**config.mk**
```make
export PLATFORM = sky130hd
export DESIGN_NAME = par_skid_buf
export DESIGN_NICKNAME = d
export VERILOG_FILES = /design/src/rtl/fifo_pkg.sv /design/src/rtl/par_skid_buf.sv
export SDC_FILE = /design/constraint.sdc
export NUM_CORES = 1
export LEC_CHECK = 0
export BUFFER_PORTS_ARGS = -buffer_cell sky130_fd_sc_hd__buf_4
export CORE_AREA = 2 2 64 42
export DETAILED_ROUTE_END_ITERATION = 16
export DIE_AREA = 0 0 66 44
export PLACE_DENSITY = 0.67
export SYNTH_ARGS = -nofsm -noshare
export SYNTH_HDL_FRONTEND = slang
export SYNTH_SLANG_ARGS = --single-unit
```
**constraint.sdc**
```tcl
create_clock -name clk -period 1.16 [get_ports clk]
set_input_delay 0.29 -clock clk [delete_from_list [all_inputs] [get_ports clk]]
set_output_delay 0.29 -clock clk [all_outputs]
set_load 0.01 [all_outputs]
```
**src/rtl/fifo_pkg.sv**
```systemverilog
// rtl/fifo_pkg.sv - shared types and parity helper for the parity FIFO datapath
package fifo_pkg;

   // Widest payload parity_ok() accepts; narrower payloads are zero-extended,
   // which leaves the XOR reduction unchanged.
   localparam int PAR_MAX_W = 64;

   typedef enum logic [1:0] {
      EMPTY = 2'd0,
      ONE   = 2'd1,
      FULL  = 2'd2
   } buf_state_t;

   // True when data and parity together satisfy the selected parity sense
   // (even_odd=0: even number of ones overall, 1: odd number of ones overall).
   function automatic logic parity_ok(input logic [PAR_MAX_W-1:0] data,
                                      input logic                 parity,
                                      input logic                 even_odd);
      return ((^data) ^ parity) == even_odd;
   endfunction

endpackage

```
**src/rtl/par_skid_buf.sv**
```systemverilog
// rtl/par_skid_buf.sv - 2-entry in-order skid buffer with registered full/valid
module par_skid_buf
   import fifo_pkg::*;
#(
   parameter int W = 9
) (
   input  logic         clk,
   input  logic         rst,
   input  logic         wr_en,
   input  logic [W-1:0] wr_data,
   input  logic         rd_en,
   output logic         full,
   output logic         valid,
   output logic [W-1:0] rd_data
);

   buf_state_t   state, state_nxt;
   logic [W-1:0] head, tail;
   logic         load_head_wr, load_tail_wr, load_head_tail;

   // Occupancy state register
   always_ff @(posedge clk) begin
      if (rst) state <= EMPTY;
      else     state <= state_nxt;
   end

   // Next occupancy and which entry each write/read moves into the head slot
   always_comb begin
      state_nxt      = state;
      load_head_wr   = 1'b0;
      load_tail_wr   = 1'b0;
      load_head_tail = 1'b0;
      case (state)
         EMPTY: begin
            if (wr_en) begin
               state_nxt    = ONE;
               load_head_wr = 1'b1;
            end
         end
         ONE: begin
            if (wr_en && rd_en) begin
               load_head_wr = 1'b1;
            end else if (wr_en) begin
               state_nxt    = FULL;
               load_tail_wr = 1'b1;
            end else if (rd_en) begin
               state_nxt = EMPTY;
            end
         end
         FULL: begin
            // Upstream is stalled while full, so only a read can happen here.
            if (rd_en) begin
               state_nxt      = ONE;
               load_head_tail = 1'b1;
            end
         end
         default: state_nxt = EMPTY;
      endcase
   end

   // Entry storage; cleared on reset so the output reads zero until first write
   always_ff @(posedge clk) begin
      if (rst) begin
         head <= '0;
         tail <= '0;
      end else begin
         if (load_head_wr)        head <= wr_data;
         else if (load_head_tail) head <= tail;
         if (load_tail_wr)        tail <= wr_data;
      end
   end

   assign full    = (state == FULL);
   assign valid   = (state != EMPTY);
   assign rd_data = head;

endmodule

```
==> results.toml <==
[yosys]
synth_top_area_frac = 0.463
ys_seq_area_frac = 0.463
ys.flop_type = "dfxtp_1"
synthTopCellsByArea = "dfxtp_1, o221a_2, nand2_1"
synth_nets = 102
ys_async_sr_fraction = 0
synth-edff-count = 0
yosysMostFrequentCell = "dfxtp_1"
synth_cells = 89
synth_cell_types = 22
netlist_area_um2 = 865
ys_warn_count = 0
synth_top_area_cell = "dfxtp_1"
syn_avg_cell_area_um2 = 9.71
yosys-top-cells-count = "dfxtp_1, nand2_1, a21oi_1"
ys_ff_latch = 20

[outcome]
violations = "negative setup slack"
status = "complete, but fails checks"

[timing]
final_max_slew_viol_count = 0
setup_slack_ns = -0.101
tightest_slew_ns = 0.288
fin_crit_sh = 1.09
max_slew_margin = 0.808
finClkSkew_ns = 0.00201
hold_violations = 0
fin_crit_ns = 1.26
max_freq_ghz = 0.793
finalSetupViolations = 13
rsz0062_at_grt = "true"

[worst_setup_path]
worst_ep_required_time_ns = 0.87
worst-endpoint-arrival_ns = 0.97
crit_type = "flop to output port"
rr_startpoint = "state[1]"
crit_path_start = "state[0]"
crit_fanout = 4
end_kind = "output port"
reg2reg_setup_slack_ns = -0.06
startpoint_type = "flop"

[cells_and_area]
stdcell_count = 151
antenna_cells = 0
drive_above_1_share = 0.521
final_nets = 134
fillers = 229
final_cell_area_um2 = 1240
syn2layout_area_growth_pct = 43.8

[cts]
cts_tree = "done"
cts-htree-levels = 1
clock_latency_ns = 0.25
clockBufferDepth = 2
clockRootBuffer = "clkbuf_8"
cts_buffers = 3
holdBufCountCts = 0
clock_sinks = 20
path_clk_slew_ns = 0.07

[placed_design]
portBuffers = 23
dpl_cell_area_um2 = 1080
dp.cells = 144
dp_hpwl_mm = 1.47
finalWeightedCongestion = 0.760

[job]
maxCapViolCount = 0

[drt]
drt_iter0_markers = 36
routedWlPerCell_um = 15.2
dr.pass1.iters = 4
vias = 782
via_per_inst = 5.18
drc = 0
drtAntennaViolNets = 0
routed_wl_mm = 2.30

[global_routing]
grt_overflow = 0
grt_pass1_wl_mm = 3.48
grt_antenna_before_repair = 0
track_usage = 0.168
grt_pass1_vias = 721
grt_max_degree = 12

[pwr]
p_per_area_nw_per_um2 = 1190
p_leak_nw = 0.512
max-vdd-ir-drop_mv = 0.712

[die]
initial_core_util = 0.368
dieArea_um2 = 2900
core_area_um2 = 2350
die_h_um = 44
num_rows = 14
io_pins = 24
die_x_um = 66

[min_path]
hp-class = "input port to flop"
hold_start = "wr_data[0]"
==> per-stage QoR <==
stage                     utilization  hold slack [ns]  setup WS [ns]  total power, mW  setup TNS [ns]
after CTS                       0.496            0.286        -0.0883             1.47          -0.686
after floorplan                     -            0.359       -0.00964            0.890         -0.0675
final                           0.530            0.283         -0.101             1.48          -0.498
after global routing            0.530            0.282         -0.130             1.56           -1.19
after detailed placement        0.459            0.446         -0.102             1.02          -0.808
after global placement          0.459            0.441        -0.0544             1.01          -0.383
==> power by group <==
part / total [mW] / internal [mW] / switching, mW
Combinational: 0.287 / 0.157 / 0.131
Sequential: 0.751 / 0.726 / 0.0248
Clock: 0.443 / 0.231 / 0.212
Total: 1.48 / 1.11 / 0.368
==> critical path: stages (launching register included) <==
cell     delay, ns
dfxtp_2       0.35
or2_4         0.25
buf_6         0.12
==> routing by layer <==
layer  wire length, µm  GRT usage  share of wire
met5                 0          0              0
met4                 0     0.0367              0
met3               170     0.0675          0.074
met2              1050      0.273           0.46
met1              1080      0.213           0.47
==> path summary, 6_finish.rpt <==
path	to	cells after the start
setup / recovery	valid	2
hold / removal	tail[0]	3
setup reg to reg	rd_data[0]	4
hold reg to reg	tail[7]	2
==> state kept, by name (all words and copies together) (netlist names) <==
register / cells
rd_data: 9
tail: 9
state: 2
==> placed cells by master, fill, tap and decap left out, drive strengths merged <==
master | Yosys | final
nand3b | 1 | 1
buf | 4 | 31
or2 | 1 | 1
nand2b | 3 | 3
o21a | 7 | 7
and4bb | 1 | 2
clkinv | 1 | 1
mux2i | 3 | 3
o22ai | 1 | 1
dfxtp | 20 | 20
o221a | 7 | 7
o31ai | 2 | 2
a31oi | 1 | 1
nor2b | 2 | 2
inv | 1 | 1
a21oi | 12 | 12
clkbuf | 1 | 3
nand4bb | 1 | 1
or3 | 1 | 1
nand2 | 19 | 19
==> timing repair <==
action / 4_1_cts / 5_1_grt
setup endpoints to repair: 11 / 21
gates resized for setup: 8 / 16
gates cloned: 0 / 1
pin swaps: 6 / 8
setup buffers: 3 / 0
==> final cells by class <==
class,instances,area (µm²),share of cell area
Inverter,2,7.51,0.00604
Sequential cell,20,405,0.326
Timing Repair Buffer,31,244,0.196
Tap cell,32,40.0,0.0322
Multi-Input combinational cell,63,505,0.406
Clock buffer,3,41.3,0.0332
==> logic make-up (layout without fill, tap and decap cells) <==
group | after synthesis | after routing | share of synthesized area
buffers and inverters | 7 | 36 | 0.0506
DFF | 20 | 20 | 0.463
AOI/OAI and AO/OA | 30 | 30 | 0.260
muxes | 3 | 3 | 0.0347
and+or+nand+nor | 29 | 30 | 0.191
(Power assumes the default switching activity.)
